[src/rtl/ram_arb.sv]
// ram_arb -- round-robin arbiter sharing port A of ram_dp among NUM_REQ requesters.
//
// Issues at most one RAM read or write per cycle. Each read result is routed
// back to the requester that issued it, one cycle later. A requester may lock
// the port for up to MAX_BURST back-to-back beats.
//
// Ports:
//   clock, reset   single rising-edge clock, synchronous active-high reset
//   req_valid      per-requester request pending
//   req_ready      per-requester grant (one-hot or zero, combinational)
//   req_wen        per-requester 1 = write, 0 = read
//   req_lock       per-requester "keep ownership after this beat"
//   req_addr       packed per-requester address slices
//   req_wdata      packed per-requester write-data slices
//   rsp_valid      registered one-hot read-data strobe
//   rsp_data       read data (passthrough of ram_dout)
//   ram_cen/wen/addr/din   RAM port-A drive, combinational from the grant
//   ram_dout       RAM port-A read data (registered inside the RAM)
module ram_arb #(
    parameter int NUM_REQ    = 4,
    parameter int DATA_WIDTH = 32,
    parameter int DEPTH      = 16,
    parameter int MAX_BURST  = 4
) (
    input  logic                            clock,
    input  logic                            reset,
    input  logic [NUM_REQ-1:0]              req_valid,
    output logic [NUM_REQ-1:0]              req_ready,
    input  logic [NUM_REQ-1:0]              req_wen,
    input  logic [NUM_REQ-1:0]              req_lock,
    input  logic [NUM_REQ*$clog2(DEPTH)-1:0] req_addr,
    input  logic [NUM_REQ*DATA_WIDTH-1:0]   req_wdata,
    output logic [NUM_REQ-1:0]              rsp_valid,
    output logic [DATA_WIDTH-1:0]           rsp_data,
    output logic                            ram_cen,
    output logic                            ram_wen,
    output logic [$clog2(DEPTH)-1:0]        ram_addr,
    output logic [DATA_WIDTH-1:0]           ram_din,
    input  logic [DATA_WIDTH-1:0]           ram_dout
);

    localparam int ADDR_WIDTH = $clog2(DEPTH);
    localparam int IDX_W      = $clog2(NUM_REQ);
    localparam int CNT_W      = $clog2(MAX_BURST + 1);

    localparam logic [0:0] ST_ARB    = 1'b0;
    localparam logic [0:0] ST_LOCKED = 1'b1;

    localparam logic [IDX_W-1:0] LAST_IDX   = IDX_W'(NUM_REQ - 1);
    localparam logic [CNT_W-1:0] BURST_LAST = CNT_W'(MAX_BURST);

    // Requester index after i, wrapping modulo NUM_REQ.
    function automatic logic [IDX_W-1:0] next_idx(input logic [IDX_W-1:0] i);
        return (i == LAST_IDX) ? {IDX_W{1'b0}} : i + IDX_W'(1);
    endfunction

    logic [0:0]            state_r;
    logic [IDX_W-1:0]      ptr_r;
    logic [IDX_W-1:0]      owner_r;
    logic [CNT_W-1:0]      beat_cnt_r;
    logic [NUM_REQ-1:0]    rsp_valid_r;

    logic                  owner_hold_s;
    logic [IDX_W-1:0]      scan_start_s;
    int                    scan_pos_s;
    logic [IDX_W-1:0]      scan_idx_s;
    logic                  rr_hit_s;
    logic                  rr_found_s;
    logic [IDX_W-1:0]      rr_idx_s;
    logic                  grant_any_s;
    logic [IDX_W-1:0]      grant_idx_s;
    logic                  beat_s;
    logic [CNT_W-1:0]      beat_cnt_inc_s;

    // A locked owner keeps the port only while it is still requesting; once it
    // drops valid, round-robin restarts just past it in the same cycle.
    assign owner_hold_s = (state_r == ST_LOCKED) && req_valid[owner_r];
    assign scan_start_s = (state_r == ST_LOCKED) ? next_idx(owner_r) : ptr_r;

    // Round-robin scan: first valid requester starting at scan_start_s.
    always_comb begin
        rr_found_s = 1'b0;
        rr_idx_s   = {IDX_W{1'b0}};
        scan_pos_s = 0;
        scan_idx_s = {IDX_W{1'b0}};
        rr_hit_s   = 1'b0;
        for (int k = 0; k < NUM_REQ; k++) begin
            scan_pos_s = (int'(scan_start_s) + k) % NUM_REQ;
            scan_idx_s = IDX_W'(scan_pos_s);
            rr_hit_s   = !rr_found_s && req_valid[scan_idx_s];
            rr_idx_s   = rr_hit_s ? scan_idx_s : rr_idx_s;
            rr_found_s = rr_found_s | rr_hit_s;
        end
    end

    // Final grant selection: locked owner wins, otherwise the round-robin pick.
    always_comb begin
        if (owner_hold_s) begin
            grant_any_s = 1'b1;
            grant_idx_s = owner_r;
        end else begin
            grant_any_s = rr_found_s;
            grant_idx_s = rr_idx_s;
        end
    end

    assign req_ready = grant_any_s ? (NUM_REQ'(1) << grant_idx_s) : {NUM_REQ{1'b0}};
    assign beat_s    = |(req_valid & req_ready);
    assign ram_cen   = beat_s;

    // RAM payload mux from the granted slice; zero when idle.
    always_comb begin
        if (beat_s) begin
            ram_wen  = req_wen[grant_idx_s];
            ram_addr = req_addr[int'(grant_idx_s) * ADDR_WIDTH +: ADDR_WIDTH];
            ram_din  = req_wdata[int'(grant_idx_s) * DATA_WIDTH +: DATA_WIDTH];
        end else begin
            ram_wen  = 1'b0;
            ram_addr = {ADDR_WIDTH{1'b0}};
            ram_din  = {DATA_WIDTH{1'b0}};
        end
    end

    assign beat_cnt_inc_s = beat_cnt_r + CNT_W'(1);

    // Arbitration state, burst tracking and read-response strobe.
    always_ff @(posedge clock) begin
        if (reset) begin
            state_r     <= ST_ARB;
            ptr_r       <= {IDX_W{1'b0}};
            owner_r     <= {IDX_W{1'b0}};
            beat_cnt_r  <= {CNT_W{1'b0}};
            rsp_valid_r <= {NUM_REQ{1'b0}};
        end else begin
            rsp_valid_r <= (beat_s && !req_wen[grant_idx_s]) ? req_ready : {NUM_REQ{1'b0}};
            if (beat_s) begin
                // Priority moves past whoever just transferred, so a finished
                // burst resumes round-robin from owner+1.
                ptr_r <= next_idx(grant_idx_s);
                if (owner_hold_s) begin
                    if (!req_lock[owner_r] || (beat_cnt_inc_s == BURST_LAST)) begin
                        state_r    <= ST_ARB;
                        beat_cnt_r <= {CNT_W{1'b0}};
                    end else begin
                        state_r    <= ST_LOCKED;
                        beat_cnt_r <= beat_cnt_inc_s;
                    end
                end else if (req_lock[grant_idx_s] && (MAX_BURST > 1)) begin
                    state_r    <= ST_LOCKED;
                    owner_r    <= grant_idx_s;
                    beat_cnt_r <= CNT_W'(1);
                end else begin
                    state_r    <= ST_ARB;
                    beat_cnt_r <= {CNT_W{1'b0}};
                end
            end else begin
                state_r    <= ST_ARB;
                beat_cnt_r <= {CNT_W{1'b0}};
            end
        end
    end

    assign rsp_valid = rsp_valid_r;
    assign rsp_data  = ram_dout;

endmodule

[config.mk]
export PLATFORM = sky130hd
export DESIGN_NAME = ram_arb
export DESIGN_NICKNAME = d
export VERILOG_FILES = /design/src/rtl/ram_arb.sv
export SDC_FILE = /design/constraint.sdc
export NUM_CORES = 1
export LEC_CHECK = 0
export CORE_AREA = 2 2 105 107
export DETAILED_ROUTE_END_ITERATION = 10
export DIE_AREA = 0 0 107 109
export GPL_ROUTABILITY_DRIVEN = 0
export PLACE_DENSITY_LB_ADDON = 0.15
export SLEW_MARGIN = 20
export SYNTH_ARGS = -nofsm -noshare
export SYNTH_HDL_FRONTEND = slang
export SYNTH_SLANG_ARGS = --single-unit
[constraint.sdc]
create_clock -name clock -period 7.54 [get_ports clock]
set_input_delay 1.131 -clock clock [delete_from_list [all_inputs] [get_ports clock]]
set_output_delay 1.131 -clock clock [all_outputs]
set_load 0.005 [all_outputs]
==> flow_metrics.env <==
export IMPL_syn_to_final_growth_pct=67.95
export IMPL_crit_chain="clkdlybuf4s50_1 > mux2_4 > a22oi_4 > o31ai_2 > o32a_4 > nand2_4 > a211oi_1 > a311oi_1 > clkdlybuf4s50_1"
export IMPL_synth_seq_area_share_pct=8.893
export IMPL_setup_tns_ns=0
export IMPL_drive_above_1_share_pct=10.32
export IMPL_syn_num_nets=558
export IMPL_ant_nets=0
export IMPL_finalCritPeriodShare_pct=80.23
export IMPL_first_pass_iters=4
export IMPL_tightestPinTransition_ns=0.9820
export IMPL_critPathLaunchType="input pin"
export IMPL_worstPathMaxFanout=79
export IMPL_crit_family="compound AO/OA/AOI/OAI gates"
export IMPL_core_area_um2=10600
export IMPL_cp_slowest_cell="nand2_4"
export IMPL_ys_ff_latch=12
export IMPL_synthTopCellsByCount="nand2_1 (80), a311oi_1 (37), buf_4 (36), and3_1 (29), a211oi_1 (21)"
export IMPL_yosys_area_top_type_share_pct=12.00
export IMPL_powerDensity_nw_per_um2=432.3
export IMPL_setup_viol=0
export IMPL_synthesis_area_um2=2701
export IMPL_stdcell_count=644
export IMPL_via_per_inst=5.152
export IMPL_num_vias=3318
export IMPL_multi_input_area_um2=1993
export IMPL_synth_cell_type_count=53
export IMPL_crit_type="in2out"
export IMPL_status="finished, final reports clean"
export IMPL_dp_cells=640
export IMPL_cts_max_level=1
export IMPL_clock_sinks=12
export IMPL_numCtsBuffers=3
export IMPL_grt_pass1_vias=3171
export IMPL_grt_ovfl_total=0
export IMPL_holdBufCountCts=0
export IMPL_cts_resized=0
export IMPL_max_cap_violations=0
export IMPL_cp_arrival_ns=4.92
export IMPL_syn_area_per_cell_um2=7.401
export IMPL_clk_path_buf_depth=2
export IMPL_io_pins=268
export IMPL_clock_latency_ns=0.25
export IMPL_cts_setup_buffers=0
export IMPL_synth_edf_count=0
export IMPL_crit_path_end_kind="output port"
export IMPL_placementRows=38
export IMPL_dieArea_um2=11660
export IMPL_async_reset_ff_share_pct=0
export IMPL_nets=698
export IMPL_die_w_um=107
export IMPL_regArea_um2=240.2
export IMPL_grtUsageTotal_pct=17.69
export IMPL_start_util_pct=25.48
export IMPL_synthCells=365
export IMPL_antennaDiodeCount=0
export IMPL_slowest_delay_ns=0.73
export IMPL_antenna_found_initial=0
export IMPL_path_clk_slew_ns=0.06
export IMPL_yosysMostFrequentCell="nand2_1"
export IMPL_cts_tree="built"
export IMPL_max_freq_mhz=165.3
export IMPL_fin_crit_ns=6.049
export IMPL_finClkSkew_ns=0.006484
export IMPL_final_area_um2=4537
export IMPL_cpMostUsedCell="clkdlybuf4s50_1"
export IMPL_finalMaxSlewViolations=0
export IMPL_yosys_area_top_type="a311oi_1"
export IMPL_fill_cells=1091
export IMPL_hpwl_mm=8.423
export IMPL_leakagePower_nw=1.695
export IMPL_synth_top_flop_cell="dfxtp_1"
export IMPL_drt_iter0_markers=137
export IMPL_critPathRequiredTime_ns=6.41
export IMPL_io_buffers=203
export IMPL_wire_per_inst_um=17.54
export IMPL_fp_dieH_um=109
export IMPL_hold_violations=0
export IMPL_grt_max_degree=84
export IMPL_hold_path_class="reg2reg"
export IMPL_synthTopCellsByArea="a311oi_1 (12%), nand2_1 (11%), buf_4 (10%)"
export IMPL_path_buf_inv=2
export IMPL_placed_area_um2=4482
export IMPL_rsz0062_at_grt="no"
export IMPL_cts_root_buf="clkbuf_8"
export IMPL_drt_total_wl_mm=11.29
export IMPL_ir_drop_mv=0.2581
export IMPL_ys_warn_count=0
export IMPL_p_total_mw=1.961
export IMPL_drc=0
export IMPL_grt_pass1_wl_mm=16.59
export IMPL_slew_headroom_pct=34.53
[state kept, by name, indices dropped and copies added, names as in the netlist]
name / count
beat_cnt_r: 3
state_r: 1
rsp_valid: 4
ptr_r: 2
owner_r: 2
[worst reg2reg max path, stage by stage (launching register included)]
cell and delay, ns:
dfxtp_1 0.57, ha_1 0.38, mux2i_4 0.32, o221a_1 0.23, o221ai_1 0.23, a21boi_4 0.21, buf_4 0.73, mux2_2 0.46
o211ai_1 0.23, o22ai_1 0.13
[cells in the final DEF, fill, tap and decap left out, types with 5 or more instances in the layout]
cell and n:
clkdlybuf4s50_1 203, nand2_1 80, a311oi_1 37, dfxtp_1 12, and3_1 29, and3_4 9, nor2_1 8, a211oi_1 21
nor3_1 5, a211oi_2 19, inv_1 7
[power by group]
group | switching (mW) | internal (mW)
sequential | 0.0308 | 0.0822
combinational | 0.871 | 0.904
clock | 0.0268 | 0.0462
[per-stage QoR]
| step | setup slack (ns) | util [%] | hold slack [ns] |
|---|---|---|---|
| floorplan | 3.390 | - | 0.4562 |
| global placement | 1.582 | 42.27 | 0.4857 |
| detailed placement | 1.517 | 42.27 | 0.4904 |
| CTS | 1.494 | 42.79 | 0.5050 |
| global route | 1.178 | 42.79 | 0.5596 |
| finish | 1.491 | 42.79 | 0.5021 |
[layer usage]
metal	vias to the layer above	part of all wire, %	GRT usage, %
met5	-	0	0
li1	1627	-	-
met4	0	2.0	5.288
met3	16	7.0	4.603
met1	1544	39	20.96
met2	131	52	31.39
[layout make-up]
class                      instances  area share, %
multi-input combinational        276          43.93
clock buffer                       4          1.213
tap                              140          3.861
timing repair buffer             205          45.12
inverter                           7         0.5792
sequential                        12          5.295
[kinds of logic (layout without fill, tap and decap cells)]
family	count (synthesis)	in the layout	share of synthesized area, %
fa+ha+maj	3	3	1.390
buf+inv	77	216	18.02
simple gates	157	157	30.66
xor+xnor	1	1	0.3243
mux	8	8	4.678
flops	12	12	8.893
compound gates	107	107	36.04
[path summary, 6_finish.rpt]
path                       startpoint                  endpoint  slack, ns  cells past startpoint
max                      req_valid[1]                ram_din[1]       1.49                      9
min          beat_cnt_r[0]$_SDFF_PP0_  beat_cnt_r[0]$_SDFF_PP0_       0.50                      1
max reg2reg   owner_r[1]$_SDFFE_PP0P_  beat_cnt_r[0]$_SDFF_PP0_       3.94                      9
min reg2reg  beat_cnt_r[0]$_SDFF_PP0_  beat_cnt_r[0]$_SDFF_PP0_       0.50                      1
No activity file was read; power rests on OpenSTA's default activity.
==> edit 1 (config.mk and constraints unchanged) <==
The parameter `DEPTH` goes from 16 to 32.
--- a/src/rtl/ram_arb.sv
+++ b/src/rtl/ram_arb.sv
@@ -19,7 +19,7 @@
 module ram_arb #(
     parameter int NUM_REQ    = 4,
     parameter int DATA_WIDTH = 32,
-    parameter int DEPTH      = 16,
+    parameter int DEPTH      = 32,
     parameter int MAX_BURST  = 4
 ) (
     input  logic                            clock,
Interface: changed (resized ram_addr and req_addr); port bits go from 268 to 273. The function was not compared with the original's and may differ.
==> edit 1 against the unedited design <==
Sequential cell count is the same; non-clock buffer count grew 5; design area grew 0.19%; maximum frequency grew 4.6%; worst hold slack gained 0.070 ns; power shrank 0.87%; routed wire length shrank 9.5%; die area is the same; synthesized area shrank 1.9%; register-to-register slack lost 0.18 ns; clock power shrank 25%; setup slack gained 0.27 ns.
==> edit 1: results (changes against the unedited design) <==
status: completed (unchanged)
Worst R2R Path Depth: 12 (was 9)
family with the most delay on the worst path: buffers and inverters (was compound AO/OA/AOI/OAI gates)
Worst VDD drop: 0.3648 mV (was 0.2581 mV)
routed len/inst: 16.40 um (was 17.54 um)
CP endpoint: ram_din[30] (was ram_din[1])
P_leak: 1.733 nW (was 1.695 nW)
nonclk buf count: 210 (was 205)
highest metal used: met4 (unchanged)
origin of the critical flop-to-flop path: owner_r[0] (was owner_r[1])
M1 wire length: 3930 um (was 4438 um)
met1 Resource Use GR: 17.87% (was 20.96%)
Num CTS Buffers: 3 (unchanged)
Non-clock buffer share: 46.22% (was 45.12%)
post-placement cell area: 4501 um2 (was 4482 um2)
skew final: 0.002354 ns (was 0.006484 ns)
Layout clock area frac: 0.9083% (was 1.213%)
Port Buffer Count: 208 (was 203)
top post-synthesis cells by area: mux2i_1 17%, mux2_2 14%, a211oi_1 10% (was a311oi_1 12%, nand2_1 11%, buf_4 10%)
Worst Path Arrival: 4.65 ns (was 4.92 ns)
layout cell share with drive strength beyond 1: 10.97% (was 10.32%)
Syn Nets: 530 (was 558)
via count: 3053 (was 3318)
GRT Total Usage: 16.16% (was 17.69%)
Fin Hold WS: 0.5717 ns (was 0.5021 ns)
GR Util met2: 29.80% (was 31.39%)
Avg Cell Area, Syn: 7.982 um2 (was 7.401 um2)
final WL: 10220 um (was 11290 um)
first-pass GRT wire length: 15220 um (was 16590 um)
DR WL met2: 5220 um (was 5840 um)
fin worst setup slack: 1.758 ns (was 1.491 ns)
sequential share of the synthesized area: 9.065% (was 8.893%)
largest net degree at the start of global routing: 80 (was 84)
worst slack at placement: 1.521 ns (was 1.517 ns)
Post-DP HPWL: 8167 um (was 8423 um)
Clock Latency Late Sink: 0.23 ns (was 0.25 ns)
vias in the first global route: 3052 (was 3171)
post-synth cell types: 50 (was 53)
Multi-input gate area: 1966 um2 (was 1993 um2)
nets: 683 (was 698)
WL met3: 1008 um (was 786 um)
DR iter-0 viols: 94 (was 137)
fraction of area in registers: 5.285% (was 5.295%)
Crit-path slowest cell: clkdlybuf4s50_1 (was nand2_4)
==> edit 1: cell types whose count changed in the layout (fill, tap and decap cells not counted), sizes merged, moves of 5 or more <==
cell	unedited run	this run
mux2i	2	44
nor4	5	0
nand2	81	12
and3	38	5
mux2	4	41
a311oi	37	0
nor2	9	45
clkdlybuf4s50	203	208
==> edit 1: cells by family (layout without fill, tap and decap cells) <==
| family | Yosys count | after routing | share of synthesized area (%) |
|---|---|---|---|
| adders and majority gates | 4 | 4 | 1.889 |
| AOI/OAI and AO/OA | 66 | 66 | 19.83 |
| buffers and inverters | 68 | 219 | 16.76 |
| and+or+nand+nor | 94 | 94 | 16.90 |
| DFF | 12 | 12 | 9.065 |
| xor gates and xnor gates | 2 | 2 | 0.6611 |
| muxes | 86 | 86 | 34.89 |
==> edit 1: power by group <==
part	switching [mW]	internal [mW]	leakage, nW
registers	0.0344	0.0837	0.0983
clock network	0.0201	0.0349	0.0216
logic	0.787	0.985	1.61
==> edit 2 (same flow settings) <==
Made on the original files. Reset style: asynchronous (`reset`), changed in one clocked block. Comments in the files are not updated.
--- a/src/rtl/ram_arb.sv
+++ b/src/rtl/ram_arb.sv
@@ -124,7 +124,7 @@
     assign beat_cnt_inc_s = beat_cnt_r + CNT_W'(1);
 
     // Arbitration state, burst tracking and read-response strobe.
-    always_ff @(posedge clock) begin
+    always_ff @(posedge clock or posedge reset) begin
         if (reset) begin
             state_r     <= ST_ARB;
             ptr_r       <= {IDX_W{1'b0}};
Function: differs if reset is asserted again (counterexample within 4 cycles, from zero or initial values and one cycle with reset high); with reset held inactive, the same outputs for 4 cycles.
==> edit 2 against the unedited design <==
Combinational power increased by 21%; design area decreased by 0.83%; sequential cell count unchanged; routed wire length decreased by 8.7%; synthesized area decreased by 1.9%; sequential share of layout area increased by 1.4 points; utilization decreased by 0.35 points; synthesized cell count decreased by 35%; power increased by 19%; setup slack got worse by 0.54 ns; critical path type unchanged; highest routed layer unchanged.
==> edit 2: results (changes against the unedited design) <==
via count: 2633 (was 3318)
commonest cells in the netlist: 38 x mux4_2, 37 x and2_1, 32 x buf_4 (was 80 x nand2_1, 37 x a311oi_1, 36 x buf_4)
Net Sw Frac: 40.10% (was 47.34%)
Yosys warning count: 0 (unchanged)
Avg Cell Area, Syn: 11.09 um2 (was 7.401 um2)
Power Sequential: 0.125 mW (was 0.113 mW)
Clock power frac: 3.0% (was 3.7%)
layout cell share with drive strength beyond 1: 16.88% (was 10.32%)
crit-path max FO: 43 (was 79)
Post-DP HPWL: 8569 um (was 8423 um)
max reg flops: 4 (unchanged)
Syn Nets: 433 (was 558)
top post-synthesis cells by area: mux4_2 32%, dfrtp_1 11%, buf_4 9.1% (was a311oi_1 12%, nand2_1 11%, buf_4 10%)
CTS clk-pin slew, worst paths: 0.05 ns
Filler cells: 1004 (was 1091)
main flop type after synthesis: dfrtp_1 (was dfxtp_1)
final WL: 10320 um (was 11290 um)
routed vias/inst: 4.903 (was 5.152)
vias in the first global route: 2926 (was 3171)
P_leak: 1.617 nW (was 1.695 nW)
sequential share of the synthesized area: 11.33% (was 8.893%)
WL met3: 850 um (was 786 um)
skew final: 0.002308 ns (was 0.006484 ns)
DR WL met2: 5627 um (was 5840 um)
post-placement cell area: 4444 um2 (was 4482 um2)
Worst VDD drop: 0.3479 mV (was 0.2581 mV)
HP Class: reg -> reg (unchanged)
status: completed (unchanged)
Cell Count Post-Placement: 533 (was 640)
actual slew at the worst max-slew pin: 1.018 ns (was 0.9820 ns)
M1 wire length: 3708 um (was 4438 um)
Worst Path Arrival: 5.46 ns (was 4.92 ns)
Power, Total: 2.343 mW (was 1.961 mW)
highest metal used: met4 (unchanged)
first-pass GRT wire length: 15800 um (was 16590 um)
nets: 592 (was 698)
DR iter-0 viols: 94 (was 137)
post_cts resized: 0 (unchanged)
post-synth cell types: 59 (was 53)
Num CTS Buffers: 3 (unchanged)
largest net degree at the start of global routing: 44 (was 84)
Synth async-reset ratio: 100.0% (was 0%)
GRT Total Usage: 17.58% (was 17.69%)
worst slack at placement: 0.9219 ns (was 1.517 ns)
## edit 2: critical path, cell delays in order
cell and delay, ns:
clkdlybuf4s50_1 0.63, mux2_2 0.41, a22oi_4 0.29, nand4_1 0.12, o221a_2 0.34, inv_4 0.45
ha_1 0.29, nand2_1 0.10, a31oi_4 0.86, nor3b_1 0.29, clkdlybuf4s50_1 0.53
## edit 2: cell families after synthesis
| group | after synthesis | synth area share, % |
|---|---|---|
| AO/OA/AOI/OAI | 36 | 13.83 |
| XOR/XNOR | 2 | 0.6611 |
| adder cells (fa/ha/maj) | 4 | 1.889 |
| buffers and inverters | 58 | 17.04 |
| flip-flops | 12 | 11.33 |
| multiplexers | 43 | 34.99 |
| AND/OR/NAND/NOR | 84 | 20.26 |
## edit 2: final cells by class
cell class,instances,area [um2],area share (%)
Multi-Input combinational cell,169,1898,42.19
Tap cell,140,175.2,3.893
Timing Repair Buffer,203,2032,45.16
Sequential cell,12,300.3,6.674
Inverter,9,38.79,0.8621
Clock buffer,4,55.05,1.224
## edit 2: worst paths after layout
check                               from       endpoint  slack, ns  depth (start not counted)
max reg2reg                   owner_r[0]     owner_r[0]       2.97                         11
min                        beat_cnt_r[0]  beat_cnt_r[0]       0.52                          1
min reg2reg                beat_cnt_r[0]  beat_cnt_r[0]       0.52                          1
max in group asynchronous          reset  beat_cnt_r[0]       6.02                          2
max                         req_valid[3]        ram_wen       0.95                         11
min in group asynchronous          reset       ptr_r[0]       1.20                          2
## edit 2: routing by layer
metal / vias to the layer above / global-route usage (%)
met4: 0 / 4.267
met5: - / 0
met2: 121 / 33.03
li1: 1217 / -
met1: 1284 / 19.40
met3: 11 / 5.260
